`config.mk`:
```
export PLATFORM = sky130hd
export DESIGN_NAME = sm83_prefetch
export DESIGN_NICKNAME = d
export VERILOG_FILES = /design/src/rtl/sm83_pkg.sv /design/src/rtl/sm83_prefetch_fifo.sv /design/src/rtl/sm83_prefetch.sv
export SDC_FILE = /design/constraint.sdc
export NUM_CORES = 1
export LEC_CHECK = 0
export CAP_MARGIN = 0
export CORE_UTILIZATION = 50
export CTS_CLUSTER_SIZE = 14
export DETAILED_ROUTE_END_ITERATION = 12
export GPL_ROUTABILITY_DRIVEN = 0
export PLACE_DENSITY = 0.73
export SYNTH_ARGS = -nofsm -noshare
export SYNTH_HDL_FRONTEND = slang
export SYNTH_SLANG_ARGS = --single-unit
```
`constraint.sdc`:
```
create_clock -name clk -period 4.1 [get_ports clk]
set_input_delay 0.82 -clock clk [delete_from_list [all_inputs] [get_ports clk]]
set_output_delay 0.82 -clock clk [all_outputs]
set_load 0.05 [all_outputs]
```
`src/rtl/sm83_pkg.sv`:
```
// Shared SM83 types: address/data words, prefetch issue states and queue entries.
package sm83_pkg;
    localparam int ADDR_W_DEF = 16;
    localparam int DATA_W_DEF = 8;

    typedef logic [ADDR_W_DEF-1:0] addr_t;
    typedef logic [DATA_W_DEF-1:0] data_t;

    typedef enum logic [1:0] {IDLE, REQ, DROP} fetch_st_t;

    // 'byte' is reserved in SystemVerilog, so the instruction byte field is 'data'.
    typedef struct packed {
        addr_t pc;
        data_t data;
    } fetch_entry_t;
endpackage

```
`src/rtl/sm83_prefetch_fifo.sv`:
```
// Registered FIFO with wrap-around pointers and a synchronous flush.
module sync_fifo #(
    parameter int WIDTH = 8,
    parameter int DEPTH = 4
) (
    input  logic                     clk,
    input  logic                     rst,
    input  logic                     flush_i,
    input  logic                     push_i,
    input  logic                     pop_i,
    input  logic [WIDTH-1:0]         wdata_i,
    output logic [WIDTH-1:0]         rdata_o,
    output logic [$clog2(DEPTH):0]   count_o
);
    localparam int PW = $clog2(DEPTH);
    localparam logic [PW:0] FULL = (PW+1)'(DEPTH);

    logic [WIDTH-1:0] mem_q [DEPTH];
    logic [PW-1:0]    wr_q, rd_q;
    logic [PW:0]      cnt_q;
    logic             do_push, do_pop;

    assign do_pop  = pop_i && (cnt_q != '0);
    // A pop in the same cycle frees the slot, so push into a full queue is legal then.
    assign do_push = push_i && ((cnt_q != FULL) || do_pop);

    always_ff @(posedge clk) begin
        if (rst || flush_i) begin
            wr_q  <= '0;
            rd_q  <= '0;
            cnt_q <= '0;
        end else begin
            if (do_push) wr_q <= wr_q + PW'(1);
            if (do_pop)  rd_q <= rd_q + PW'(1);
            cnt_q <= cnt_q + (PW+1)'(do_push) - (PW+1)'(do_pop);
        end
    end

    always_ff @(posedge clk) begin
        if (do_push) mem_q[wr_q] <= wdata_i;
    end

    assign rdata_o = (cnt_q != '0) ? mem_q[rd_q] : '0;
    assign count_o = cnt_q;
endmodule

```
`src/rtl/sm83_prefetch.sv`:
```
// Instruction prefetch: fetch-address counter, wait-state tolerant request FSM, byte queue.
module sm83_prefetch
    import sm83_pkg::*;
#(
    parameter int                ADDR_W   = 16,
    parameter int                DATA_W   = 8,
    parameter int                DEPTH    = 4,
    parameter logic [ADDR_W-1:0] RESET_PC = '0
) (
    input  logic                   clk,
    input  logic                   rst,
    input  logic                   fetch_en,
    input  logic                   redir_valid,
    input  logic [ADDR_W-1:0]      redir_pc,
    output logic                   mem_req,
    output logic [ADDR_W-1:0]      mem_addr,
    input  logic                   mem_ack,
    input  logic [DATA_W-1:0]      mem_rdata,
    output logic                   ir_valid,
    output logic [DATA_W-1:0]      ir_data,
    output logic [ADDR_W-1:0]      ir_pc,
    input  logic                   ir_ready,
    output logic [$clog2(DEPTH):0] q_count
);
    localparam int CW = $clog2(DEPTH) + 1;

    fetch_st_t               state_q, state_d;
    logic [ADDR_W-1:0]       fetch_pc_q, fetch_pc_d, addr_q, addr_d, base_pc;
    logic                    push, pop, space;
    logic [CW:0]             cnt_after;
    logic [ADDR_W+DATA_W-1:0] head;

    assign mem_req  = (state_q != IDLE);
    assign mem_addr = addr_q;
    assign ir_valid = (q_count != '0);
    assign push     = (state_q == REQ) && mem_ack && !redir_valid;
    assign pop      = ir_valid && ir_ready && !redir_valid;

    // Occupancy after this edge; an issue needs a free slot reserved for its data.
    assign cnt_after = redir_valid ? '0
                     : {1'b0, q_count} + (CW+1)'(push) - (CW+1)'(pop);
    assign space     = cnt_after < (CW+1)'(DEPTH);

    always_comb begin
        state_d    = state_q;
        fetch_pc_d = fetch_pc_q;
        addr_d     = addr_q;
        base_pc    = fetch_pc_q;
        if (mem_req && !mem_ack) begin
            // Outstanding request must finish at its original address; a redirect marks it dropped.
            if (redir_valid) begin
                state_d    = DROP;
                fetch_pc_d = redir_pc;
            end
        end else begin
            if (redir_valid) base_pc = redir_pc;
            else if (push)   base_pc = fetch_pc_q + ADDR_W'(1);
            fetch_pc_d = base_pc;
            addr_d     = base_pc;
            state_d    = (fetch_en && space) ? REQ : IDLE;
        end
    end

    always_ff @(posedge clk) begin
        if (rst) begin
            state_q    <= IDLE;
            fetch_pc_q <= RESET_PC;
            addr_q     <= RESET_PC;
        end else begin
            state_q    <= state_d;
            fetch_pc_q <= fetch_pc_d;
            addr_q     <= addr_d;
        end
    end

    sync_fifo #(.WIDTH(ADDR_W + DATA_W), .DEPTH(DEPTH)) u_queue (
        .clk     (clk),
        .rst     (rst),
        .flush_i (redir_valid),
        .push_i  (push),
        .pop_i   (pop),
        .wdata_i ({addr_q, mem_rdata}),
        .rdata_o (head),
        .count_o (q_count)
    );

    assign ir_pc   = head[ADDR_W+DATA_W-1:DATA_W];
    assign ir_data = head[DATA_W-1:0];
endmodule

```
### After elaboration in Yosys (flattened, before gate mapping)

Memory sizes are Yosys's and may differ from the RTL's. A register that Yosys moved wholly into a read port is not among the register bits.
Cells that the tools add are included.

| storage, ports and cells | value |
|---|---|
| register bits after elaboration | 41 |
| bits in writable memories | 96 |
| input bits | 30 |
| word-level logic and storage cells | 45 |
| memories kept | 1 |

Memory list:

| memory | depth | width | read ports | clocked after memory_dff | wr ports | RTL line | source |
|---|---|---|---|---|---|---|---|
| u_queue.mem_q | 4 | 24 | 1 | 1 | 1 | sm83_prefetch_fifo.sv:18 | `logic [WIDTH-1:0] mem_q [DEPTH];` |

| operators by class | value |
|---|---|
| add/sub/neg operators | 7 |
| magnitude comparators | 1 |
| eq/ne operators | 3 |
| multiplexer cells | 13 |
| reductions and logical operators | 14 |

Operators by type and width:

| operator | count |
|---|---|
| 16-bit two-way mux | 4 |
| 24-bit two-way mux | 1 |
| 16-bit by 1-bit adder with 16-bit output, second input constant | 1 |
| 1-bit logical AND | 8 |
| 2-bit two-way mux | 4 |
| 2-bit by 1-bit adder with 2-bit output, second input constant | 2 |
| 3-bit by 1-bit adder with 4-bit output | 1 |
| 4-bit by 3-bit < comparator with 1-bit output, second input constant | 1 |
| 4-bit two-way mux | 1 |
| 4-bit by 1-bit subtractor with 4-bit output | 1 |
| 3-bit by 1-bit adder with 3-bit output | 1 |
| 1-bit two-way mux | 3 |
| 3-bit inequality test, second input constant | 1 |
| 3-bit nonzero test | 1 |
| 3-bit by 1-bit subtractor with 3-bit output | 1 |
| 2-bit by 1-bit == test with 1-bit output, second input constant | 1 |
| 1-bit logical NOT | 2 |
| 1-bit logical OR | 2 |
| 2-bit inequality test, second input constant | 1 |
| 2-bit nonzero test | 1 |

### Depth between registers and ports, before layout

| logic depth | value |
|---|---|
| depth in word-level cells | 10 |
| mapped depth | 10 |
| depth with buffers taken out | 9 |

### Hierarchy

From an unflattened synthesis, not the netlist that was laid out.

| unflattened totals | value |
|---|---|
| cell total of the unflattened synthesis | 414 |
| area total of the unflattened synthesis | 5878.1 sq um |

By module, submodules not included:

| module | times used | cells an instance | area each (sq um) |
|---|---|---|---|
| sync_fifo | 1 | 200 | 4096.4 |
| sm83_prefetch | 1 | 214 | 1781.7 |

### Worst setup path before layout

No wires, ideal clock.

| timing path | value |
|---|---|
| path type | reg-to-reg |
| from | register u_queue.cnt_q[1] (netlist: u_queue.count_o[1]) |
| to | register state_q[0] |
| library setup time | 0.131 ns |
| arrival time | 2.635 ns |
| slack | 1.334 ns |
| stages on the path, launching flop included | 11 |
| buffers on the path | 1 |
| path through | dfxtp_1 nor3_1 clkbuf_1 nor3b_1 ha_1 inv_1 ha_1 a31oi_1 mux2_2 a21oi_1 nor3_1 |

| between the ends | value |
|---|---|
| cells in the longest elaborated chain, start to end | 9 |
| elaborated cells on any way between the ends | 10 |
| classes of those cells | add/sub: 2; order compare: 1; mux: 3; reduce/logical: 4 |

Ends and longest elaborated chain:

| item | RTL line | source |
|---|---|---|
| start, declared | sm83_prefetch_fifo.sv:20 | `logic [PW:0] cnt_q;` |
| start signal, assigned | sm83_prefetch_fifo.sv:35 | `cnt_q <= cnt_q + (PW+1)'(do_push) - (PW+1)'(do_pop);` |
| parallel branches: the longest is 3 deep, another holds 3-bit by 1-bit adder with 4-bit output | -- |  |
| 4-bit by 1-bit subtractor with 4-bit output (*) | sm83_prefetch.sv:41 | `: {1'b0, q_count} + (CW+1)'(push) - (CW+1)'(pop);` |
| 4-bit two-way mux (*) | sm83_prefetch.sv:40 | `assign cnt_after = redir_valid ? '0` |
| 4-bit by 3-bit < comparator with 1-bit output (*) | sm83_prefetch.sv:42 | `assign space = cnt_after < (CW+1)'(DEPTH);` |
| 1-bit logical AND (*) | sm83_prefetch.sv:60 | `state_d = (fetch_en && space) ? REQ : IDLE;` |
| 1-bit two-way mux (*) | sm83_prefetch.sv:60 |  |
| 2-bit two-way mux (*) | sm83_prefetch.sv:49 | `if (mem_req && !mem_ack) begin` |
| end signal, assigned | sm83_prefetch.sv:70 | `state_q <= state_d;` |
| end, declared | sm83_prefetch.sv:27 | `fetch_st_t state_q, state_d;` |

Mark *: on every way between the ends.
A chain may end at the register's enable or synchronous reset.

==> metrics <==
routed via count 3601; Mapped Area 5850 um^2; Initial Util 0.513; n_diodes 0; clock-pin slew on the worst setup and hold paths 0.06 ns; DRT Wirelength 11800 um; detailed placement HPWL 7690 um; number of synthesized register bits 139; RR Startpoint u_queue.count_o[1]; Leakage 0.00251 uW; Routed Antenna Nets 0; NetSw 728 uW; Final nets 529; sw frac 0.225; CP cell instances buf_4, mux4_2, nor2b_1, clkdlybuf4s50_1; Setup violations, final 0; layout cells sized above 1 0.160; number of DRC markers in iteration 0 264; clk_skew 0.00975 ns; area of the multi-input gates 1960 um^2; Synth Area per Inst 14.5 um^2; sequential share of power 0.485; largest net degree at the start of global routing 26; Top Ports 75; clk_lat worst skew 0.41 ns; CP Data Required Time 3.28 ns; count of pins over their slew limit 0; slowest stage delay, CP 0.69 ns; Slew HR 0.323; register area share after synthesis 0.640; # fillers 876; Util after Layout 0.643; hold_buf cts 0; residual DRC count 2; design area 7340 um^2; RSZ-0062 raised after global routing false; max cap viols 0; Die W 110 um; Setup CP Type flop to output port; Pre-antenna DRT Iters 9; Startpoint Class flop; asr flop ratio synth 0; Synth warnings 0; Syn-to-layout area delta 25.4%; crit path DAT 2.75 ns; clock power share 0.444; fin crit period 3.57 ns; main flop type after synthesis edfxtp_1; PostCTS Resize Cnt 0; Clock Path Buffers 2; pwr dens 442 nW/um^2; CP max FO 15; number of global-route vias before repair 3587; H-tree depth 4; Post-Syn Instances 405; post-CTS setup buffer count 0; Die Area 12100 um^2; status finished, violations left; setup TNS 0 ns; GRT Residual Overflow 0; first-pass GRT wire length 18700 um; WHS 0.533 ns; CP Capture Type output port; EDFF count, synth 96; fin crit share 0.870; initial antenna violation count 0; Gate power share 0.071; Worst Hold Class flop to flop; Worst VDD drop 0.244 mV; syn nets 446; Port Buffer Count 74; CTS buffer count 17; Pint 2510 uW; GRT Overall Usage 0.215; violated checks design-rule violations; hold_sp u_queue.rd_q[1]; CTS tree built; placed instance area 6780 um^2; Slowest cell on crit path clkdlybuf4s50_1; post-DR vias/cell 5.59; average wire per standard cell 18.4 um; FF+latch area 3740 um^2; core area 11400 um^2; CTS root buf clkbuf_16; Clock Sink Count 139; highest clock rate 280 MHz; final hold vios 0; synth unique cells 51; num rows 39; die height 110 um; worst slew pin tran 1.02 ns
[Yosys cell counts, types with 7 or more instances]
library cell | count | share of area
edfxtp_1 | 96 | 0.49
dfxtp_1 | 43 | 0.15
nor2_1 | 28 | 0.018
nor2b_1 | 28 | 0.030
mux4_2 | 24 | 0.092
nand2_1 | 21 | 0.013
inv_1 | 13 | 0.0083
clkbuf_1 | 12 | 0.0077
xor2_1 | 12 | 0.018
a21oi_1 | 10 | 0.0086
ha_1 | 10 | 0.021
o21ai_0 | 9 | 0.0077
mux2i_1 | 8 | 0.014
nor3_1 | 7 | 0.0060
[cell families after synthesis]
family / share of synthesized area
AO/OA/AOI/OAI: 0.0505
adder cells (fa/ha/maj): 0.0248
flip-flops: 0.640
XOR/XNOR: 0.0254
buffers and inverters: 0.0263
AND/OR/NAND/NOR: 0.124
multiplexers: 0.110
[power groups by stage]
stage	clock (uW)	sequential, uW	combinational, uW
floorplan	0	1630	103
global placement	0	1600	226
detailed placement	0	1600	229
CTS	1460	1570	231
global route	1520	1580	247
finish	1440	1570	230
[worst max-delay path, delay by kind of cell, from the launching register on]
kind,cells,cell delay [ns]
buf+inv,2,0.99
flops,1,0.67
simple gates,1,0.14
mux,1,0.52
[registers in the layout, summed over array words and instances (netlist names), named ones only]
register and cells:
fetch_pc_q 16, u_queue.rd_q 2, u_queue.count_o 3, u_queue.wr_q 2, u_queue.mem_q 96, state_q 2, mem_addr 16
[stage by stage]
stage	instances	total power, uW	setup slack (ns)
6_report	644	3240	0.531
5_1_grt	644	3340	0.358
3_3_place_gp	612	1820	0.846
2_1_floorplan	405	1730	1.33
3_5_place_dp	612	1830	0.729
4_1_cts	644	3260	0.452
[layout by cell type, fill, tap and decap left out, types with 2 or more instances in the layout]
master,count
a211oi_2,3
a21oi_1,10
a22oi_1,5
a31oi_1,4
and2_1,6
and3_1,6
buf_4,11
bufinv_16,2
clkbuf_1,2
clkbuf_16,17
clkdlybuf4s50_1,74
clkinv_1,3
clkinv_2,2
clkinvlp_4,5
dfxtp_1,42
edfxtp_1,96
ha_1,10
inv_1,13
mux2_2,2
mux2i_1,8
mux4_2,24
nand2_1,21
nand3_1,6
nand3b_1,3
nand4_1,5
nor2_1,28
nor2b_1,28
nor3_1,6
nor3_2,2
nor3b_1,2
nor4_2,3
o21ai_0,9
o22ai_1,4
or2_2,2
xnor2_1,5
xor2_1,12
[layer usage]
layer  wire [um]  up-vias  share of wire  global-route usage
met1        5210     1788           0.44               0.285
met2        5870      122           0.50               0.352
met5           0        -              0                   0
met3         577       16          0.049              0.0523
met4         167        0          0.014              0.0686
li1            -     1675              -                   -
[layout make-up]
cell class	instances	area share
clock buffer	19	0.0590
clock inverter	13	0.0174
inverter	13	0.00665
multi-input combinational	231	0.267
sequential	139	0.510
tap	143	0.0244
timing repair buffer	86	0.115
[worst paths after layout]
check                    endpoint  slack, ns  cells after the start
setup / recovery         ir_pc[0]       0.53                      4
hold reg to reg   u_queue.rd_q[1]       0.53                      2
hold / removal    u_queue.rd_q[1]       0.53                      2
setup reg to reg       state_q[0]       1.77                     10
Power figures use the tool's default switching activity.
